## config.mk

```make
export PLATFORM = sky130hd
export DESIGN_NAME = ce_init_pipeline
export DESIGN_NICKNAME = d
export VERILOG_FILES = /design/src/rtl/ce_init_pipeline_pkg.sv /design/src/rtl/ce_init_pipe_stage.sv /design/src/rtl/ce_init_pipeline.sv
export SDC_FILE = /design/constraint.sdc
export NUM_CORES = 1
export LEC_CHECK = 0
export ABC_AREA = 0
export CELL_PAD_IN_SITES_DETAIL_PLACEMENT = 1
export CELL_PAD_IN_SITES_GLOBAL_PLACEMENT = 1
export CORE_MARGIN = 5
export CORE_UTILIZATION = 38
export CTS_BUF_LIST = sky130_fd_sc_hd__clkbuf_4 sky130_fd_sc_hd__clkbuf_8
export CTS_CLUSTER_DIAMETER = 120
export DETAILED_ROUTE_END_ITERATION = 8
export HOLD_SLACK_MARGIN = 0.02
export PLACE_DENSITY = 0.85
export SYNTH_ARGS = -nofsm -noshare
export SYNTH_HDL_FRONTEND = slang
export SYNTH_SLANG_ARGS = --single-unit
```

## constraint.sdc

```tcl
create_clock -name sys_clk -period 2.4 [get_ports sys_clk]
set_input_delay 0.36 -clock sys_clk [delete_from_list [all_inputs] [get_ports sys_clk]]
set_output_delay 0.36 -clock sys_clk [all_outputs]
set_load 0.02 [all_outputs]
```

## src/rtl/ce_init_pipeline_pkg.sv

```systemverilog
// Shared constants and helpers for the clock-enabled INIT pipeline.
// Imported by the top level of ce_init_pipeline.
package liteeth_pipe_pkg;

  localparam logic PIPE_INIT_ONES = 1'b1;

  function automatic int occ_w(input int depth);
    return $clog2(depth + 1);
  endfunction

endpackage

```

## src/rtl/ce_init_pipe_stage.sv

```systemverilog
// One pipeline stage: WIDTH-bit data register plus valid bit.
// Preset/reset reload INIT; a departing word leaves its data behind.
module ce_init_pipe_stage #(
  parameter int               WIDTH = 8,
  parameter logic [WIDTH-1:0] INIT  = '1
) (
  input  logic             sys_clk,
  input  logic             sys_rst,
  input  logic             preset,
  input  logic             acc,
  input  logic             up_valid,
  input  logic [WIDTH-1:0] up_data,
  input  logic             leave,
  output logic             valid,
  output logic [WIDTH-1:0] data
);

  logic             r_v;
  logic [WIDTH-1:0] r_d;

  always_ff @(posedge sys_clk) begin
    if (sys_rst || preset) begin
      r_v <= 1'b0;
      r_d <= INIT;
    end else if (acc && up_valid) begin
      r_v <= 1'b1;
      r_d <= up_data;
    end else if (leave) begin
      r_v <= 1'b0;
    end
  end

  assign valid = r_v;
  assign data  = r_d;

endmodule

```

## src/rtl/ce_init_pipeline.sv

```systemverilog
// DEPTH-stage handshaked pipeline with global CE and INIT preset.
// Define CE_PIPE_OCC_EN to add the registered occupancy port.
module ce_init_pipeline
  import liteeth_pipe_pkg::*;
#(
  parameter int               WIDTH = 8,
  parameter int               DEPTH = 2,
  parameter logic [WIDTH-1:0] INIT  = {WIDTH{PIPE_INIT_ONES}}
) (
  input  logic             sys_clk,
  input  logic             sys_rst,
  input  logic             preset,
  input  logic             ce,
  input  logic             in_valid,
  output logic             in_ready,
  input  logic [WIDTH-1:0] in_data,
  output logic             out_valid,
  input  logic             out_ready,
  output logic [WIDTH-1:0] out_data
`ifdef CE_PIPE_OCC_EN
  ,
  output logic [occ_w(DEPTH)-1:0] occupancy
`endif
);

  logic             w_run;
  logic [DEPTH-1:0] w_v;
  logic [DEPTH-1:0] w_acc;
  logic [DEPTH-1:0] w_leave;
  logic [DEPTH-1:0] w_up_v;
  logic [WIDTH-1:0] w_d    [DEPTH];
  logic [WIDTH-1:0] w_up_d [DEPTH];

  assign w_run = ce & ~preset;

  // Ready ripples back from the output end through every stage.
  always_comb begin
    w_acc   = '0;
    w_leave = '0;
    w_leave[DEPTH-1] = w_v[DEPTH-1] & out_ready & w_run;
    w_acc[DEPTH-1]   = w_run & (~w_v[DEPTH-1] | w_leave[DEPTH-1]);
    for (int i = DEPTH - 2; i >= 0; i--) begin
      w_leave[i] = w_v[i] & w_acc[i+1];
      w_acc[i]   = w_run & (~w_v[i] | w_leave[i]);
    end
  end

  for (genvar g = 0; g < DEPTH; g++) begin : g_stage
    if (g == 0) begin : g_head
      assign w_up_v[g] = in_valid;
      assign w_up_d[g] = in_data;
    end else begin : g_body
      assign w_up_v[g] = w_v[g-1];
      assign w_up_d[g] = w_d[g-1];
    end

    ce_init_pipe_stage #(
      .WIDTH (WIDTH),
      .INIT  (INIT)
    ) u_stage (
      .sys_clk  (sys_clk),
      .sys_rst  (sys_rst),
      .preset   (preset),
      .acc      (w_acc[g]),
      .up_valid (w_up_v[g]),
      .up_data  (w_up_d[g]),
      .leave    (w_leave[g]),
      .valid    (w_v[g]),
      .data     (w_d[g])
    );
  end

  assign in_ready  = w_acc[0];
  assign out_valid = w_v[DEPTH-1] & w_run;
  assign out_data  = w_d[DEPTH-1];

`ifdef CE_PIPE_OCC_EN
  localparam int OCC_W = occ_w(DEPTH);

  logic             w_in_xfer;
  logic             w_out_xfer;
  logic [OCC_W-1:0] r_occ;

  assign w_in_xfer  = in_valid & in_ready;
  assign w_out_xfer = out_valid & out_ready;

  always_ff @(posedge sys_clk) begin
    if (sys_rst || preset) begin
      r_occ <= '0;
    end else if (w_in_xfer && !w_out_xfer) begin
      r_occ <= r_occ + OCC_W'(1);
    end else if (w_out_xfer && !w_in_xfer) begin
      r_occ <= r_occ - OCC_W'(1);
    end
  end

  assign occupancy = r_occ;
`endif

endmodule

```

==> results of run 1 <==
==> layout by cell type (no fill, tap or decap) <==
cell type        instances
a21bo_2                  1
a21oi_1                  1
a22oi_1                  1
and2_1                   1
and2b_2                  1
and2b_4                  1
and3b_1                  1
buf_4                    1
clkbuf_4                 3
clkbuf_8                 1
clkdlybuf4s50_1         23
dfxtp_1                 18
mux2i_1                 16
nand2_1                  2
nand2b_1                 1
nand3_4                  1
nand3b_4                 1
nor2_1                  25
or2_1                    1
==> area by class of cell <==
type,count,area share (%)
sequential,18,34.8
timing repair buffer,24,22.9
clock buffer,4,3.50
tap,27,3.26
multi-input combinational,54,35.5
==> synth_stat cells <==
| cell | n | area share (%) |
|---|---|---|
| a21bo_2 | 1 | 1.3 |
| or2_1 | 1 | 0.82 |
| nor2_1 | 25 | 12 |
| mux2i_1 | 16 | 21 |
| a21oi_1 | 1 | 0.66 |
| dfxtp_1 | 18 | 47 |
| buf_2 | 2 | 1.3 |
| nand2b_1 | 1 | 0.82 |
| nand3b_4 | 1 | 2.6 |
| and2_1 | 1 | 0.82 |
| a22oi_1 | 1 | 0.99 |
| and2b_4 | 1 | 1.3 |
| nand2_1 | 2 | 0.99 |
| nand3_4 | 1 | 2.3 |
| and2b_2 | 1 | 1.2 |
| and3b_1 | 1 | 1.2 |
| buf_6 | 2 | 3.0 |
==> metrics by stage <==
step | std cells | power, mW | utilization [%] | setup slack, ns | hold WS (ns)
4_1_cts | 127 | 0.545 | 53.4 | 0.152 | 0.518
6_report | 127 | 0.535 | 53.4 | 0.165 | 0.509
2_1_floorplan | 76 | 0.335 | - | 1.18 | 0.467
3_5_place_dp | 123 | 0.362 | 51.5 | 0.146 | 0.488
3_3_place_gp | 123 | 0.360 | 51.5 | 0.199 | 0.475
5_1_grt | 127 | 0.560 | 53.4 | 0.112 | 0.536
==> kinds of logic after synthesis <==
group	synth area share, %
DFF	47.4
AOI/OAI and AO/OA	2.96
muxes	21.1
buffers and inverters	4.28
and+or+nand+nor	24.3
==> worst min-delay path, cell delays in order (launching register included) <==
cell and delay (ns):
dfxtp_1 0.32, nor2_1 0.05, mux2i_1 0.10
==> flip-flops by register name (all words and copies together) (netlist names) <==
signal                 count
g_stage.u_stage.data      16
g_stage.u_stage.valid      2
==> final timing paths <==
check / to / slack, ns
setup / recovery: in_ready / 0.17
hold / removal: g_stage[1].u_stage.data[1] / 0.51
setup reg to reg: g_stage[0].u_stage.data[0] / 1.27
hold reg to reg: g_stage[1].u_stage.data[1] / 0.51
==> report_power, final <==
group	switching (mW)	total [mW]	internal (mW)	leakage (nW)
clock	0.0890	0.181	0.0922	0.0210
combinational	0.0208	0.0514	0.0305	0.322
sequential	0.00140	0.303	0.301	0.146
==> layer usage <==
layer  vias to the layer above  GRT usage (%)
met5                         -              0
met4                         0           6.22
met3                         2           3.27
met2                        10           19.5
met1                       268           13.8
li1                        299              -
==> results.cfg, run 1 <==
[outcome]
status = finished, final reports clean

[grt]
grt_pass1_vias = 579
grt_pass1_wl_mm = 2.46
gr-total-overflow = 0
grt_usage_pct = 11.9
grt_max_degree = 27
antenna_found_initial = 0

[pwr]
ir_drop_v = 0.000373
power_leakage_nw = 0.489
cellPowerDensity_mw_per_mm2 = 516

[worst_setup_path]
worst-path-buf-inv = 2
critPathRequiredTime_ns = 2.04
worstPathCellList = clkdlybuf4s50_1 > and2b_4 > and2b_2 > clkdlybuf4s50_1
crit_path_frequent_cell = clkdlybuf4s50_1
crit_path_end_kind = output port
worstReg2RegStart = g_stage[0].u_stage.valid
crit_family = buffers and inverters
cp_slowest_cell = clkdlybuf4s50_1
criticalPathCategory = in -> out
cp_num_cells = 4
cp-startpoint = ce
cp_slowest_stage_delay_ns = 0.60
arrival_ns = 1.87
critical_path.max_fanout = 5
start_kind = input pin
rr_worst_depth = 3

[yosys]
ys_warn_count = 0
syn-cell-area_sq_um = 761
synth-seq-cells = 18
synth_nets = 90
yosysSeqAreaShare_pct = 47.4
postSynthCellCount = 76
synth_cell_types = 17
syn_avg_cell_area_sq_um = 10.0

[routing]
firstDrtPassIters = 4
highest_layer = met4
wirelength_mm = 1.52
routed_via_density = 4.56
wl_met1_um = 625
met3_wirelength_um = 61
wl_met2_um = 808
wl_per_cell_um = 12.0
drc = 0
ant_nets = 0
drt_iter0_markers = 1
vias = 579

[timing]
setup_viol = 0
rsz0062_at_grt = no
fmax_ghz = 0.447
hold_viol = 0
tightest_slew_ns = 0.251
timing.final.crit_share_pct = 93.1
finalClockSkew_ns = 0.00123
max_slew_margin_pct = 83.3
period_needed_ns = 2.23
drv_slew = 0
fin_tns_setup_ns = 0

[cts]
cts_tree = built
clk_latency_ns = 0.28
cts_made_buffers = 3
cts_hold_buf = 0
clock_sinks = 18
clk_pin_slew_ns = 0.10
postCtsSetupBuffers = 0
post_cts_resized = 0
cts_max_level = 1
cts_root_buffer = clkbuf_4
cts_buffer_depth = 2

[final_layout]
num-fill-cells = 234
antennaDiodeCount = 0
drive_above_1_share_pct = 10.0
multiInputGateArea_sq_um = 368
syn2layout_area_growth_pct = 36.2
register_area_sq_um = 360
stdcell_area_sq_mm = 0.00104
layout.nets = 115

[flow_run]
drv_cap = 0

[floorplanning]
coreArea_sq_mm = 0.00194
start_util_pct = 39.2
die_w_um = 54.7
row_count = 16
die_h_um = 54.7
dieArea_sq_mm = 0.00300
io_pins = 24

[place]
port_buffers = 23
placed_cell_area_sq_um = 1000
place.gp.congestion = 0.712
hpwlAfterDp_mm = 1.16

[min_path]
hp-start = g_stage[0].u_stage.data[1]
hold_class = reg -> reg
holdPathStages = 2
No activity file was read; power rests on OpenSTA's default activity.
==> run 2, diff against run 1 <==
Settings changed: PLACE_DENSITY 0.85 to default, PLACE_DENSITY_LB_ADDON from default to 0.1.
==> run 2 against run 1 <==
Effect of this change:
- clock-buffer cell count did not move
- critical path type unchanged
- sequential power barely moved
- sequential share of layout area rose by 0.25 points
- register-to-register slack hardly changed
- critical path depth unchanged
- hold slack worse by 0.0022 ns
- via count decreased by 1.4%
==> results.cfg, run 2 (synthesis results as in run 1) <==
[outcome]
status = finished, final reports clean

[pwr]
p_int_uw = 423
p_sw_share_pct = 20.9
switching_power_uw = 112
ir_drop_v = 0.000261
pwr-share-seq_pct = 56.6
clkPwrFrac_pct = 34.1
cellPowerDensity_mw_per_mm2 = 520
power_leakage_nw = 0.485
pwr-share-comb_pct = 9.3

[routing]
drc = 0
firstDrtPassIters = 3
routed_via_density = 4.53
met3_wirelength_um = 79
wl_met2_um = 667
vias = 571
highest_layer = met4
drt_iter0_markers = 1
wirelength_mm = 1.48
wl_met1_um = 694
wl_per_cell_um = 11.8
ant_nets = 0

[timing]
max_slew_margin_pct = 45.6
fmax_ghz = 0.452
setup_viol = 0
timing.final.crit_share_pct = 92.2
rsz0062_at_grt = no
tightest_slew_ns = 0.816
period_needed_ns = 2.21
hold_viol = 0
setup_slack_ns = 0.188
finalClockSkew_ns = 0.000629
drv_slew = 0
fin_tns_setup_ns = 0

[floorplanning]
die_h_um = 54.7
io_pins = 24
die_w_um = 54.7
coreArea_sq_mm = 0.00194
dieArea_sq_mm = 0.00300
start_util_pct = 39.2
row_count = 16

[worst_setup_path]
arrival_ns = 1.85
crit_path_end_kind = output port
criticalPathCategory = in -> out
worstReg2RegStart = g_stage[0].u_stage.valid
critical_path.max_fanout = 5
r2r_end = g_stage[0].u_stage.data[0]
start_kind = input pin
rr_worst_depth = 3
r2r_slack_ns = 1.28
critPathRequiredTime_ns = 2.04

[cts]
clock_sinks = 18
cts_hold_buf = 0
cts_max_level = 1
cts_tree = built
clk_latency_ns = 0.29
cts_root_buffer = clkbuf_4
postCtsSetupBuffers = 0
cts_buffer_depth = 2
cts_made_buffers = 3
post_cts_resized = 0
clk_pin_slew_ns = 0.10

[final_layout]
largest_reg_flops = 16
final_cell_mix = nor2_1, clkdlybuf4s50_1, dfxtp_1
syn2layout_area_growth_pct = 35.2
drive_above_1_share_pct = 9.09
final_common_cell = nor2_1
layout.nets = 114
antennaDiodeCount = 0
utilization_pct = 53.0

[grt]
grt_pass1_wl_mm = 2.64
gr-total-overflow = 0
grt_usage_pct = 12.7
grt_max_degree = 27
grt_pass1_vias = 606
antenna_found_initial = 0

[min_path]
holdPathStages = 2
worstHoldEndpoint = g_stage[1].u_stage.data[6]
hp-start = g_stage[0].u_stage.data[6]
hold_class = reg -> reg

[place]
place.gp.congestion = 0.681
hpwlAfterDp_mm = 1.09
place_ws_ns = 0.188
port_buffers = 23

[flow_run]
drv_cap = 0
## run 2: worst max-delay path by stage
stage | to | cells past startpoint | startpoint
6_report | out_valid | 4 | ce
5_1_grt | out_valid | 4 | ce
4_1_cts | in_ready | 4 | ce
3_5_place_dp | in_ready | 4 | ce
3_3_place_gp | in_ready | 4 | ce
2_1_floorplan | out_valid | 2 | preset
## run 2: layout make-up
class	instances	area, sq um
tap	27	33.8
clock buffer	4	36.3
fill	242	913
multi-input combinational	54	368
sequential	18	360
timing repair buffer	23	230
## run 2: stage by stage
| stage | total power [mW] | hold WS (ns) | area [sq um] | std cells |
|---|---|---|---|---|
| 6_report | 0.535 | 0.507 | 1030 | 126 |
| 5_1_grt | 0.560 | 0.536 | 1030 | 126 |
| 4_1_cts | 0.544 | 0.516 | 1030 | 126 |
| 3_5_place_dp | 0.360 | 0.492 | 992 | 122 |
| 3_3_place_gp | 0.359 | 0.473 | 992 | 122 |
| 2_1_floorplan | 0.335 | 0.467 | 761 | 76 |
## run 2: layer usage
metal	up-vias	track usage, %
met1	254	16.1
li1	296	-
met3	4	3.54
met5	-	0
met4	0	8.71
met2	17	18.5
## run 2: power by group through the flow
stage / Sequential [mW] / Combinational, mW / Clock (mW)
floorplan: 0.309 / 0.0263 / 0
global placement: 0.309 / 0.0501 / 0
detailed placement: 0.309 / 0.0505 / 0
CTS: 0.303 / 0.0509 / 0.190
global route: 0.303 / 0.0544 / 0.203
finish: 0.302 / 0.0499 / 0.182
## run 2: worst max-delay path, stage by stage
cell             delay (ns)
clkdlybuf4s50_1        0.54
and2b_4                0.22
and2_1                 0.13
clkdlybuf4s50_1        0.60
